[config.mk]
export PLATFORM = sky130hd
export DESIGN_NAME = bus_transfer_ctrl
export DESIGN_NICKNAME = d
export VERILOG_FILES = /design/src/rtl/bus_transfer_ctrl.sv
export SDC_FILE = /design/constraint.sdc
export NUM_CORES = 1
export LEC_CHECK = 0
export CORE_MARGIN = 2
export CORE_UTILIZATION = 40
export CTS_CLUSTER_DIAMETER = 30
export DETAILED_ROUTE_END_ITERATION = 8
export GPL_TIMING_DRIVEN = 1
export PLACE_DENSITY = 0.77
export SYNTH_ARGS = -nofsm -noshare
export SYNTH_HDL_FRONTEND = slang
export SYNTH_SLANG_ARGS = --single-unit
[constraint.sdc]
create_clock -name CLK -period 1.5 [get_ports CLK]
set_clock_uncertainty 0.05 [all_clocks]
set_input_delay 0.3 -clock CLK [delete_from_list [all_inputs] [get_ports CLK]]
set_output_delay 0.3 -clock CLK [all_outputs]
set_load 0.005 [all_outputs]
[src/rtl/bus_transfer_ctrl.sv]
// Bus-master sequencer: queues (src,dst) transfer requests and drives
// OE / bus value / WE in a fixed DRIVE -> WRITE two-phase sequence.
module bus_transfer_ctrl #(
  parameter int DATA_W = 8,
  parameter int NSRC   = 4,
  parameter int NDST   = 4
) (
  input  logic                   CLK,
  input  logic                   RESET,
  input  logic                   req_valid,
  input  logic [1:0]             req_src,
  input  logic [1:0]             req_dst,
  output logic                   req_ready,
  input  logic [NSRC*DATA_W-1:0] src_data,
  output logic [NSRC-1:0]        oe,
  output logic [NDST-1:0]        we,
  output logic [DATA_W-1:0]      bus_out,
  output logic                   busy,
  output logic                   done
);

  typedef enum logic [1:0] {
    IDLE,
    DRIVE,
    WRITE
  } state_t;

  state_t state_q, state_d;

  logic [1:0][3:0]    fifo_q, fifo_d;
  logic               wr_ptr_q, wr_ptr_d;
  logic               rd_ptr_q, rd_ptr_d;
  logic [1:0]         cnt_q, cnt_d;
  logic [1:0]         cur_src_q, cur_src_d;
  logic [1:0]         cur_dst_q, cur_dst_d;
  logic [NSRC-1:0]    oe_q, oe_d;
  logic [NDST-1:0]    we_q, we_d;
  logic [DATA_W-1:0]  bus_q, bus_d;
  logic               done_q, done_d;

  logic               push;
  logic               pop;
  logic [3:0]         head;

  assign req_ready = (cnt_q != 2'd2);
  assign push      = req_valid && req_ready;
  assign head      = fifo_q[rd_ptr_q];
  assign busy      = (state_q != IDLE) || (cnt_q != 2'd0);

  assign oe      = oe_q;
  assign we      = we_q;
  assign bus_out = bus_q;
  assign done    = done_q;

  always_comb begin
    state_d   = state_q;
    cur_src_d = cur_src_q;
    cur_dst_d = cur_dst_q;
    oe_d      = '0;
    we_d      = '0;
    bus_d     = bus_q;
    done_d    = 1'b0;
    pop       = 1'b0;
    unique case (state_q)
      IDLE, WRITE: begin
        // Next transfer starts straight from WRITE for back-to-back rate.
        if (cnt_q != 2'd0) begin
          pop       = 1'b1;
          cur_src_d = head[3:2];
          cur_dst_d = head[1:0];
          oe_d[head[3:2]] = 1'b1;
          state_d   = DRIVE;
        end else begin
          state_d = IDLE;
        end
      end
      DRIVE: begin
        bus_d = src_data[cur_src_q*DATA_W +: DATA_W];
        oe_d[cur_src_q] = 1'b1;
        we_d[cur_dst_q] = 1'b1;
        done_d  = 1'b1;
        state_d = WRITE;
      end
      default: state_d = IDLE;
    endcase
  end

  always_comb begin
    fifo_d = fifo_q;
    if (push) begin
      fifo_d[wr_ptr_q] = {req_src, req_dst};
    end
    wr_ptr_d = wr_ptr_q ^ push;
    rd_ptr_d = rd_ptr_q ^ pop;
    cnt_d    = cnt_q + 2'(push) - 2'(pop);
  end

  always_ff @(posedge CLK or posedge RESET) begin
    if (RESET) begin
      state_q   <= IDLE;
      fifo_q    <= '0;
      wr_ptr_q  <= 1'b0;
      rd_ptr_q  <= 1'b0;
      cnt_q     <= 2'd0;
      cur_src_q <= 2'd0;
      cur_dst_q <= 2'd0;
      oe_q      <= '0;
      we_q      <= '0;
      bus_q     <= '0;
      done_q    <= 1'b0;
    end else begin
      state_q   <= state_d;
      fifo_q    <= fifo_d;
      wr_ptr_q  <= wr_ptr_d;
      rd_ptr_q  <= rd_ptr_d;
      cnt_q     <= cnt_d;
      cur_src_q <= cur_src_d;
      cur_dst_q <= cur_dst_d;
      oe_q      <= oe_d;
      we_q      <= we_d;
      bus_q     <= bus_d;
      done_q    <= done_d;
    end
  end

endmodule
# Word-level counts from Yosys, hierarchy flattened
# Cells that the tools add are included.
# word_totals
wordCells,59
mem_bits_rw,0
memories,0
rom_bits,0
latch_bits,0
reg_bits,35
in_bits,39
out_inout_bits,19
# op_classes
mux,19
div,0
n_reduce_logical,11
n_eq_ne,3
multipliers,0
addsub,2
shift,1
n_lt_le_gt_ge,9
bitwise,2
# ops
cell,n
32-bit by 6-bit variable part select with 8-bit output,1
4-bit two-way mux,5
2-bit by 3-bit < comparator with 1-bit output (second input constant),3
8-bit bitwise mux,1
4-bit case mux with 2 select lines,1
1-bit two-way mux,7
1-bit demux with 2-bit select,3
2-bit by 1-bit >= comparator with 1-bit output (second input constant),3
1-bit logical AND,5
4-bit demux with 1-bit select,1
1-bit by 2-bit < comparator with 1-bit output (second input constant),2
2-bit case mux with 2 select lines,1
2-bit nonzero test,2
2-bit by 1-bit adder with 2-bit output,1
2-bit by 1-bit equality test with 1-bit output (second input constant),1
2-bit equality test (second input constant),1
2-bit logical NOT,1
2-bit inequality test (second input constant),1
2-bit AND reduction,1
2-bit OR reduction,1
2-bit by 1-bit subtractor with 2-bit output,1
1-bit XOR,2
1-bit >= comparator (second input constant),1
1-bit logical OR,1

# Depth between registers and ports, before layout
# depth
depth_word,8
mapped_depth,5
mapped_depth_nobuf,5

# Worst setup path after synthesis
# Ideal clock, no wire load.
# synth_path
path_type,register to register
startpoint,register cnt_q[0]
endpoint,register fifo_q[4] in the netlist's numbering
t_required_ns,1.325
synth_period_minus_slack_ns,1.480
setup_slack_ns,0.020
setup_ns,0.125
path_stages_with_launch,5
path_buffers,0
arrival_ns,1.305
path_cell_list,dfrtp_1 nand2b_1 and2_1 ha_1 mux2_2
# synth_via
elab_chain_cells,2
# synth_lines
element,line,text
"start, declared",33,"logic [1:0] cnt_q, cnt_d;"
"start signal, assigned",116,cnt_q <= cnt_d;
2-bit inequality test,45,assign req_ready = (cnt_q != 2'd2);
named net req_ready,13,"output logic req_ready,"
1-bit logical AND,46,assign push = req_valid && req_ready;
"end signal, assigned",113,fifo_q <= fifo_d;
"end, declared",30,"logic [1:0][3:0] fifo_q, fifo_d;"
# The timed path passes the listed nets, and every way through them passes these cells.
# A chain may end at the register's enable or synchronous reset.

# Worst setup path after layout
# layout_path
startpoint,register state_q[0]
endpoint,output busy
# layout_via
elab_chain_cells,2
# layout_lines
element,line,text
"start, declared",28,"state_t state_q, state_d;"
"start signal, assigned",112,state_q <= state_d;
2-bit nonzero test,48,assign busy = (state_q != IDLE) || (cnt_q != 2'd0);
1-bit logical OR,48,
"end, declared",18,"output logic busy,"
# Every way passes these cells.

==> flow_metrics.tcl <==
set metrics [dict create \
    path_max_fanout 2 \
    grt_util_all_layers_pct 16.9 \
    yosys-top-cells-area "dfrtp_1 (53%), mux2i_1 (12%), mux2_2 (5.6%), o221ai_1 (3.8%), nand2_1 (3.0%)" \
    worst_slew_pin_slew_ps 368 \
    n_fill_cell 297 \
    path_clk_slew_ps 60 \
    grt_pass1_vias 1207 \
    ir_drop_uv 956 \
    routedWlPerCell_um 14.3 \
    fin_crit_sh_pct 108 \
    multi_input_area_um2 713 \
    cts_tree "yes" \
    status "complete, but fails checks" \
    r2r_cells 5 \
    maxCapViolCount 0 \
    violations "setup timing" \
    die-area_um2 4540 \
    dp_hpwl_mm 2.73 \
    synth_cell_type_count 32 \
    synth_top_area_share_pct 53.0 \
    hold_buffers 0 \
    setup_viol 1 \
    critPathKind "flop to output pin" \
    synth_area_um2 1610 \
    layout_common_cells "clkdlybuf4s50_1 (44), dfrtp_1 (34), mux2i_1 (19)" \
    drive_gt1_share_pct 20.7 \
    leakage_nw 1.15 \
    clock_path_buffers 2 \
    die_y_um 67.4 \
    via_per_inst 5.05 \
    synth_seq_cells 34 \
    hold_path_class "primary input to async pin" \
    initial_utilization_pct 40.7 \
    vias 1228 \
    endpoint_kind "output pin" \
    yosys_warnings 0 \
    diodes 0 \
    yosys.area.top_type "dfrtp_1" \
    drc 0 \
    area_growth_pct 50.2 \
    seqCellArea_um2 851 \
    drt_iter0_drc 30 \
    layout.cells.most_common "clkdlybuf4s50_1" \
    ys_seq_area_share_pct 53.0 \
    cts_root_buf "clkbuf_8" \
    syn-num-nets 165 \
    arrival_ps 1280 \
    grt_setup_unrepaired "yes" \
    final_util_pct 61.2 \
    clock_sinks 34 \
    finalNetCount 235 \
    cp-start-kind "flop" \
    h-tree-depth 2 \
    grt_pass1_wl_mm 5.50 \
    grt_max_degree 35 \
    ioPinCount 58 \
    finalCriticalPeriod_ps 1630 \
    syn_inst 123 \
    power.total_mw 4.61 \
    cellPowerDensity_nw_per_um2 1910 \
    avgSynthCellArea_um2 13.1 \
    maxSlewViolCount 0 \
    portBuffers 57 \
    slew_headroom_pct 75.4 \
    die_x_um 67.4 \
    hold_viol 0 \
    grt-ovfl-total 0 \
    coreArea_um2 3940 \
    wl_mm 3.47 \
    antenna_found_initial 0 \
    worstPathRequired_ps 1150 \
    clock_latency_ps 270 \
    cts_buffers 5 \
    row_count 23 \
    postRouteAntennaNets 0 \
    firstDrtPassIters 4 \
    finalWeightedCongestion 0.751 \
    fmax_mhz 615 \
    setup_slack_ps -127 \
]
==> final timing paths <==
kind | slack, ps | to | startpoint
setup / recovery | -130 | busy | state_q[0]
hold / removal | 330 | we[2] | RESET
setup reg to reg | 60 | fifo_q[7] | cnt_q[0]
hold reg to reg | 440 | bus_out[7] | bus_out[7]
max in group asynchronous | 900 | fifo_q[6] | RESET
min in group CLK | 440 | bus_out[7] | bus_out[7]
==> state kept, by name, indices dropped and copies added (netlist names) <==
signal     flops
oe             4
cur_src_q      2
rd_ptr_q       1
cnt_q          2
fifo_q         8
wr_ptr_q       1
bus_out        8
we             4
done           1
state_q        1
cur_dst_q      2
==> cell type report <==
cell class,count,area share (%)
inverter,6,1.09
tap,50,2.59
clock buffer,7,3.16
multi-input combinational,78,29.5
sequential,34,35.3
timing repair buffer,68,28.4
==> synthesized netlist by cell type (all sizes together) <==
| library cell | number |
|---|---|
| o21bai | 1 |
| o21ai | 3 |
| a21oi | 1 |
| o221ai | 8 |
| and2 | 1 |
| o32ai | 2 |
| ha | 3 |
| dfrtp | 34 |
| buf | 5 |
| o22ai | 2 |
| mux2 | 9 |
| a21o | 1 |
| or4 | 1 |
| nor3 | 1 |
| nand2b | 3 |
| nor4b | 1 |
| inv | 5 |
| nor2 | 1 |
| nor3b | 1 |
| xnor2 | 3 |
| clkinv | 1 |
| and3 | 1 |
| nand2 | 14 |
| o21a | 1 |
| mux2i | 20 |
==> stage by stage <==
| stage | cells | hold slack [ps] | setup TNS [ps] | setup slack [ps] | cell area, um2 |
|---|---|---|---|---|---|
| 3_3_place_gp | 235 | 417 | -2560 | -285 | 2290 |
| 2_1_floorplan | 123 | 392 | 0 | 20.1 | 1610 |
| 4_1_cts | 243 | 336 | -135 | -135 | 2380 |
| 6_report | 243 | 328 | -127 | -127 | 2410 |
| 3_5_place_dp | 235 | 430 | -2980 | -346 | 2290 |
| 5_1_grt | 243 | 349 | -211 | -211 | 2410 |
==> per-layer routing <==
metal	vias to the layer above	GRT usage [%]	share of wire, %
met5	-	0	0
met3	5	5.50	5.0
met4	0	6.12	1.4
met2	36	30.9	54
li1	588	-	-
met1	599	18.0	40
==> timing repair <==
action / CTS / global route
setup buffers: 1 / 0
gates resized for setup: 17 / 10
endpoints found under the setup margin: 14 / 28
==> critical path, cell delays in order (launching register included) <==
cell	delay (ps)
dfrtp_1	370
or4_1	500
buf_2	140
==> cell families after synthesis <==
family / count (synthesis) / share of synthesized area [%]
buf+inv: 11 / 4.98
mux: 29 / 19.8
compound gates: 19 / 10.9
fa+ha+maj: 3 / 2.34
simple gates: 24 / 7.40
flops: 34 / 53.0
xor+xnor: 3 / 1.64
==> power breakdown <==
part	internal, mW	switching [mW]	total (mW)
clock network	0.319	0.280	0.599
registers	1.35	0.288	1.64
logic	1.35	1.02	2.37
total	3.02	1.59	4.61
Power figures use the tool's default switching activity.
